==> config.mk <==
export PLATFORM = sky130hd
export DESIGN_NAME = virtual_jtag_adda_rdbk_flat
export DESIGN_NICKNAME = d
export VERILOG_FILES = /design/src/rtl/virtual_jtag_adda_rdbk_if.sv /design/src/rtl/virtual_jtag_adda_rdbk.sv /design/src/flat_wrapper.sv
export SDC_FILE = /design/constraint.sdc
export NUM_CORES = 1
export LEC_CHECK = 0
export BUFFER_PORTS_ARGS = -buffer_cell sky130_fd_sc_hd__buf_2
export CAP_MARGIN = 20
export CORE_ASPECT_RATIO = 1.5
export CORE_MARGIN = 2
export CORE_UTILIZATION = 55
export CTS_BUF_LIST = sky130_fd_sc_hd__clkbuf_16
export DETAILED_ROUTE_END_ITERATION = 12
export GPL_ROUTABILITY_DRIVEN = 0
export PLACE_DENSITY_LB_ADDON = 0.08
export SLEW_MARGIN = 5
export SYNTH_ARGS = -nofsm -noshare
export SYNTH_HDL_FRONTEND = slang
export SYNTH_SLANG_ARGS = --single-unit
==> constraint.sdc <==
create_clock -name clk -period 5.75 [get_ports clk]
set_input_delay 0.2875 -clock clk [delete_from_list [all_inputs] [get_ports clk]]
set_output_delay 0.2875 -clock clk [all_outputs]
set_load 0.01 [all_outputs]
==> src/rtl/virtual_jtag_adda_rdbk_if.sv <==
// -----------------------------------------------------------------------------
// virtual_jtag_adda_rdbk_if
// Bundles the readback FIFO write port and the virtual JTAG pins.
//   Write side : wr_en, wr_data (to block), full, empty (from block)
//   JTAG side  : tck, tdi, ir_in, v_cdr, v_sdr (to block), tdo (from block)
// master : the driver of writes and JTAG traffic (design logic / host model)
// slave  : the readback block itself
// -----------------------------------------------------------------------------
interface virtual_jtag_adda_rdbk_if #(
   parameter int data_width = 32
);
   logic                  wr_en;
   logic [data_width-1:0] wr_data;
   logic                  full;
   logic                  empty;
   logic                  tck;
   logic                  tdi;
   logic [1:0]            ir_in;
   logic                  v_cdr;
   logic                  v_sdr;
   logic                  tdo;

   modport master (
      output wr_en, wr_data, tck, tdi, ir_in, v_cdr, v_sdr,
      input  full, empty, tdo
   );

   modport slave (
      input  wr_en, wr_data, tck, tdi, ir_in, v_cdr, v_sdr,
      output full, empty, tdo
   );
endinterface

==> src/rtl/virtual_jtag_adda_rdbk.sv <==
// -----------------------------------------------------------------------------
// virtual_jtag_adda_rdbk
// Readback FIFO drained through a virtual JTAG data register. Design logic
// pushes words in the clk domain; a JTAG host selects rd_instr, captures the
// oldest word (plus valid and sticky-overflow bits) and shifts it out on tdo.
// All JTAG pins are oversampled in clk (clk >= 8x tck).
// Ports:
//   clk   : system clock
//   rst_n : synchronous active-low reset
//   bus   : slave modport of virtual_jtag_adda_rdbk_if (write port + JTAG pins)
// Parameters:
//   data_width : readback word width
//   fifo_depth : FIFO entries, power of 2, >= 2
//   rd_instr   : virtual IR code selecting the readback register
// -----------------------------------------------------------------------------
module virtual_jtag_adda_rdbk #(
   parameter int         data_width = 32,
   parameter int         fifo_depth = 8,
   parameter logic [1:0] rd_instr   = 2'b10
) (
   input logic                     clk,
   input logic                     rst_n,
   virtual_jtag_adda_rdbk_if.slave bus
);
   localparam int ptr_w = $clog2(fifo_depth);
   localparam int cnt_w = ptr_w + 1;
   localparam int sr_w  = data_width + 2;

   // Stages [0] and [1] resolve metastability; [2] holds the pre-edge value.
   logic [2:0]      tck_q, tdi_q, cdr_q, sdr_q;
   logic [2:0][1:0] ir_q;

   logic [data_width-1:0] mem_q [fifo_depth];
   logic [ptr_w-1:0]      wr_ptr_q, wr_ptr_d, rd_ptr_q, rd_ptr_d;
   logic [cnt_w-1:0]      count_q, count_d;
   logic                  full_q, full_d, empty_q, empty_d;
   logic                  ovf_q, ovf_d;
   logic [sr_w-1:0]       sr_q, sr_d;
   logic                  bypass_q, bypass_d;
   logic                  tdo_q, tdo_d;

   logic tck_rise, sel, capture, shift, pop, push, drop;

   // Qualifiers come from stage [2] so they reflect the state before tck rose.
   assign tck_rise = tck_q[1] & ~tck_q[2];
   assign sel      = (ir_q[2] == rd_instr);
   assign capture  = tck_rise & sel & cdr_q[2];
   assign shift    = tck_rise & sel & sdr_q[2] & ~capture;
   assign pop      = capture & ~empty_q;
   // A capture pop frees a slot in the same clk, so a write while full is kept.
   assign push     = bus.wr_en & (~full_q | pop);
   assign drop     = bus.wr_en & full_q & ~pop;

   always_comb begin
      // NOTE: every next-state value gets a default first, so no path through this block can infer a latch.
      wr_ptr_d = wr_ptr_q;
      rd_ptr_d = rd_ptr_q;
      count_d  = count_q;
      ovf_d    = ovf_q;
      sr_d     = sr_q;
      bypass_d = bypass_q;

      if (push) wr_ptr_d = wr_ptr_q + ptr_w'(1);
      if (pop)  rd_ptr_d = rd_ptr_q + ptr_w'(1);
      count_d = count_q + cnt_w'(push) - cnt_w'(pop);

      // A dropped write wins over the clear-on-capture.
      if (drop)         ovf_d = 1'b1;
      else if (capture) ovf_d = 1'b0;

      if (capture) begin
         if (!empty_q) sr_d = {mem_q[rd_ptr_q], ovf_q, 1'b1};
         else          sr_d = {{data_width{1'b0}}, ovf_q, 1'b0};
      end else if (shift) begin
         sr_d = {tdi_q[2], sr_q[sr_w-1:1]};
      end

      if (tck_rise) bypass_d = tdi_q[2];

      full_d  = (count_d == cnt_w'(fifo_depth));
      empty_d = (count_d == '0);
      tdo_d   = sel ? sr_q[0] : bypass_q;
   end

   always_ff @(posedge clk) begin
      // NOTE: sequential state uses non-blocking assignments so every flop samples pre-edge values.
      if (!rst_n) begin
         tck_q    <= '0;
         tdi_q    <= '0;
         cdr_q    <= '0;
         sdr_q    <= '0;
         ir_q     <= '0;
         wr_ptr_q <= '0;
         rd_ptr_q <= '0;
         count_q  <= '0;
         full_q   <= 1'b0;
         empty_q  <= 1'b1;
         ovf_q    <= 1'b0;
         sr_q     <= '0;
         bypass_q <= 1'b0;
         tdo_q    <= 1'b0;
      end else begin
         tck_q    <= {tck_q[1:0], bus.tck};
         tdi_q    <= {tdi_q[1:0], bus.tdi};
         cdr_q    <= {cdr_q[1:0], bus.v_cdr};
         sdr_q    <= {sdr_q[1:0], bus.v_sdr};
         ir_q     <= {ir_q[1:0], bus.ir_in};
         wr_ptr_q <= wr_ptr_d;
         rd_ptr_q <= rd_ptr_d;
         count_q  <= count_d;
         full_q   <= full_d;
         empty_q  <= empty_d;
         ovf_q    <= ovf_d;
         sr_q     <= sr_d;
         bypass_q <= bypass_d;
         tdo_q    <= tdo_d;
      end
   end

   // NOTE: storage has no reset; reset empties the FIFO through the pointers and count, so stale words are never read.
   always_ff @(posedge clk) begin
      if (push) mem_q[wr_ptr_q] <= bus.wr_data;
   end

   assign bus.full  = full_q;
   assign bus.empty = empty_q;
   assign bus.tdo   = tdo_q;
endmodule

==> src/flat_wrapper.sv <==
// flat-port wrapper written by rule: the top's interface ports become plain ports
module virtual_jtag_adda_rdbk_flat 
#(
   parameter int         data_width = 32,
   parameter int         fifo_depth = 8,
   parameter logic [1:0] rd_instr   = 2'b10
)
  (clk, rst_n, bus_wr_en, bus_wr_data, bus_tck, bus_tdi, bus_ir_in, bus_v_cdr, bus_v_sdr, bus_full, bus_empty, bus_tdo);
  virtual_jtag_adda_rdbk_if #(.data_width(data_width)) bus_i ();
  input logic clk;
  input logic rst_n;
  input wire logic [$bits(bus_i.wr_en)-1:0] bus_wr_en;
  input wire logic [$bits(bus_i.wr_data)-1:0] bus_wr_data;
  input wire logic [$bits(bus_i.tck)-1:0] bus_tck;
  input wire logic [$bits(bus_i.tdi)-1:0] bus_tdi;
  input wire logic [$bits(bus_i.ir_in)-1:0] bus_ir_in;
  input wire logic [$bits(bus_i.v_cdr)-1:0] bus_v_cdr;
  input wire logic [$bits(bus_i.v_sdr)-1:0] bus_v_sdr;
  output wire logic [$bits(bus_i.full)-1:0] bus_full;
  output wire logic [$bits(bus_i.empty)-1:0] bus_empty;
  output wire logic [$bits(bus_i.tdo)-1:0] bus_tdo;
  assign bus_i.wr_en = bus_wr_en;
  assign bus_i.wr_data = bus_wr_data;
  assign bus_i.tck = bus_tck;
  assign bus_i.tdi = bus_tdi;
  assign bus_i.ir_in = bus_ir_in;
  assign bus_i.v_cdr = bus_v_cdr;
  assign bus_i.v_sdr = bus_v_sdr;
  assign bus_full = bus_i.full;
  assign bus_empty = bus_i.empty;
  assign bus_tdo = bus_i.tdo;
  virtual_jtag_adda_rdbk #(.data_width(data_width), .fifo_depth(fifo_depth), .rd_instr(rd_instr)) u_core (.clk(clk), .rst_n(rst_n), .bus(bus_i));
endmodule
==> qor.txt <==
status -> finished clean
GRT met1 Usage -> 0.271
vias in the first global route -> 6280
WHS Endpoint -> u_core.mem_q[0][7]$_DFFE_PP_
combinational fraction of design power -> 0.061
met3 usage -> 0.0275
main area contributors after synthesis -> edfxtp_1, mux4_2, dfxtp_1
met2 usage in global routing -> 0.364
Area Overhead vs Synth -> 13.3%
Top Ports -> 44
Gate Count Post-Synth -> 622
Final min period -> 2.80 ns
area occupied by multi-input gates -> 2930 µm²
top cells by count, synth -> edfxtp_1, dfxtp_1, mux4_2, nor2b_1
reg-to-reg slack, setup -> 2.95 ns
hold_sp -> bus_wr_data[7]
CP arrival -> 3.24 ns
CTS clk-pin slew, worst paths -> 0.06 ns
largest net degree at the start of global routing -> 65
DR DRC count -> 0
CP Launch Type -> register
final core occ -> 0.635
drt initial violations -> 434
gr usage total -> 0.205
Reg area -> 9090 µm²
pwr dens -> 351 nW/µm²
grt peak-use layer -> met2
# fillers -> 1523
crit-path max FO -> 9
Rows -> 66
H-tree lvl count -> 1
vias per cell -> 6.09
WL/cell -> 23.9 µm
DRT Pass-1 Iters -> 4
Slew @ Worst Pin -> 0.989 ns
worst reg-to-reg path cell count -> 8
clock skew -> 0.0131 ns
worst hold path type -> in -> reg
Yosys warning total -> 0
synthesized area -> 12200 µm²
antenna violations before repair -> 1
gr ovfl total -> 0
number of flops mapped to enable cells by yosys -> 256
Slew Limit Fails -> 0
CTS tree -> yes
most common cell in the netlist -> edfxtp_1
dpl hpwl -> 11.8 mm
worst vdd ir -> 311 µV
CP Capture Type -> register
number of routed nets with antenna violations -> 0
Yosys top cell area share -> 0.632
Int Pwr -> 3830 µW
Layout Nets -> 739
Core Region -> 21700 µm²
syn_area_per_cell -> 19.6 µm²
clock share of power -> 0.379
via count -> 6007
sequential share of power -> 0.560
ys async rst share -> 0
Ant. Diodes -> 0
Reg2Reg Capture Point -> u_core.bus.full$_SDFF_PN0_
CTS Buf Count -> 29
syn_nets -> 669
main flop type after synthesis -> edfxtp_1
die width -> 125 µm
crit share post-route -> 0.487
switching part of the total -> 0.210
RSZ-0062 raised after global routing -> false
Leakage -> 0.00455 µW
worst path required time -> 6.19 ns
share of cells above drive strength 1 -> 0.246
clock tree buffer depth -> 3
final setup violation count -> 0
WHS Path Cells -> 1
overall power -> 4850 µW
Clock Latency Late Sink -> 0.54 ns
FF+latch count, synth -> 326
Slew headroom -> 0.340
cell taking the most area after synthesis -> edfxtp_1
Starting Density -> 0.560
post-CTS setup buffer count -> 0
Die Ht -> 186 µm
Psw -> 1020 µW
Sink Count -> 326
clk root buf -> clkbuf_16
Total Routed Length -> 23.6 mm
setup tns final -> 0 ns
post-synthesis sequential area ratio -> 0.747
die area -> 23400 µm²
Max Cap Violations -> 0
Fin. Hold Viols -> 0
CTS resizes -> 0
first-pass GRT wire length -> 36.5 mm
post-synth cell types -> 40
fmax -> 357 MHz
WHS -> 0.0116 ns
crit path kind -> reg -> reg
reg-to-reg startpoint -> u_core.ir_q[4]$_SDFF_PN0_
port bufs -> 43
-- how the worst max path moves through the flow --
| stage | start | to | slack [ns] | cells after the start |
|---|---|---|---|---|
| floorplan | u_core.ir_q[4]$_SDFF_PN0_ | u_core.mem_q[0][0]$_DFFE_PP_ | 1.27 | 5 |
| global placement | u_core.ir_q[4]$_SDFF_PN0_ | u_core.bus.empty$_SDFF_PN1_ | 3.03 | 8 |
| detailed placement | u_core.ir_q[4]$_SDFF_PN0_ | u_core.bus.full$_SDFF_PN0_ | 2.94 | 8 |
| CTS | u_core.tck_q[1]$_SDFF_PN0_ | u_core.bus.full$_SDFF_PN0_ | 2.93 | 8 |
| global route | u_core.tck_q[1]$_SDFF_PN0_ | u_core.bus.full$_SDFF_PN0_ | 2.62 | 8 |
| finish | u_core.ir_q[4]$_SDFF_PN0_ | u_core.bus.full$_SDFF_PN0_ | 2.95 | 8 |
-- power groups by stage --
stage,logic [µW],registers (µW),clock network [µW]
2_1_floorplan,175,2760,0
3_3_place_gp,285,2760,0
3_5_place_dp,294,2760,0
4_1_cts,305,2710,1880
5_1_grt,329,2720,1960
6_report,297,2710,1840
-- critical path: stages, from the launching register on --
cell	delay, ns
dfxtp_1	0.31
and4bb_1	0.47
nand2_1	0.27
or2_2	0.37
ha_1	0.28
a21o_1	0.17
a2111oi_0	0.36
o21bai_1	0.21
nor4b_1	0.26
-- metrics by stage --
step / setup slack (ns) / cell area (µm²) / instances
6_report: 2.95 / 13800 / 987
5_1_grt: 2.62 / 13800 / 987
4_1_cts: 2.93 / 13800 / 987
3_5_place_dp: 2.94 / 12700 / 915
3_3_place_gp: 3.03 / 12700 / 915
2_1_floorplan: 1.27 / 12200 / 622
-- area by class of cell --
type | instances | area share
repair buffers | 75 | 0.0363
clock inverters | 24 | 0.0112
clock buffers | 30 | 0.0544
inverters | 5 | 0.00136
flip-flops and latches | 326 | 0.659
well taps | 272 | 0.0247
multi-input cells | 255 | 0.213
-- layout by cell type (no fill, tap or decap), types with 2 or more instances in the layout --
master	count
edfxtp_1	256
dfxtp_1	68
mux4_2	64
buf_2	43
nor2b_1	33
a22o_1	32
a221o_1	32
clkbuf_16	30
and2_1	21
dlygate4sd3_1	18
buf_4	14
nand2_1	12
clkinv_1	10
inv_1	9
nand2b_1	6
nor2_1	6
mux2i_1	5
ha_1	5
nand3_1	4
nor3_2	4
xor2_1	4
nor2_4	3
a21oi_1	3
clkinv_2	3
inv_2	3
and3_1	2
a211oi_1	2
bufinv_16	2
-- per-layer routing --
layer	routed length (µm)	share of wire
met4	386	0.016
met5	0	0
met2	12500	0.53
met1	9490	0.40
met3	1200	0.051
-- repair_timing --
item	CTS	global route
endpoints found under the hold margin	90	0
endpoints found under the setup margin	0	0
hold buffers	18	0
-- cells by family after synthesis --
family,count (synthesis),share of synthesized area
and+or+nand+nor,99,0.0470
xor gates and xnor gates,4,0.00288
buffers and inverters,41,0.0170
DFF,326,0.747
muxes,69,0.123
AOI/OAI and AO/OA,77,0.0570
adders and majority gates,6,0.00679
-- registers in the layout, indices dropped and copies added, names as in the netlist, named ones only --
register,count
u_core.bus.empty,1
u_core.bus.full,1
u_core.bus.tdo,1
u_core.bypass_q,1
u_core.cdr_q,3
u_core.count_q,4
u_core.ir_q,6
u_core.mem_q,256
u_core.ovf_q,1
u_core.rd_ptr_q,3
u_core.sdr_q,3
u_core.sr_q,34
u_core.tck_q,3
u_core.tdi_q,3
u_core.wr_ptr_q,3
No activity file was read; power rests on OpenSTA's default activity.
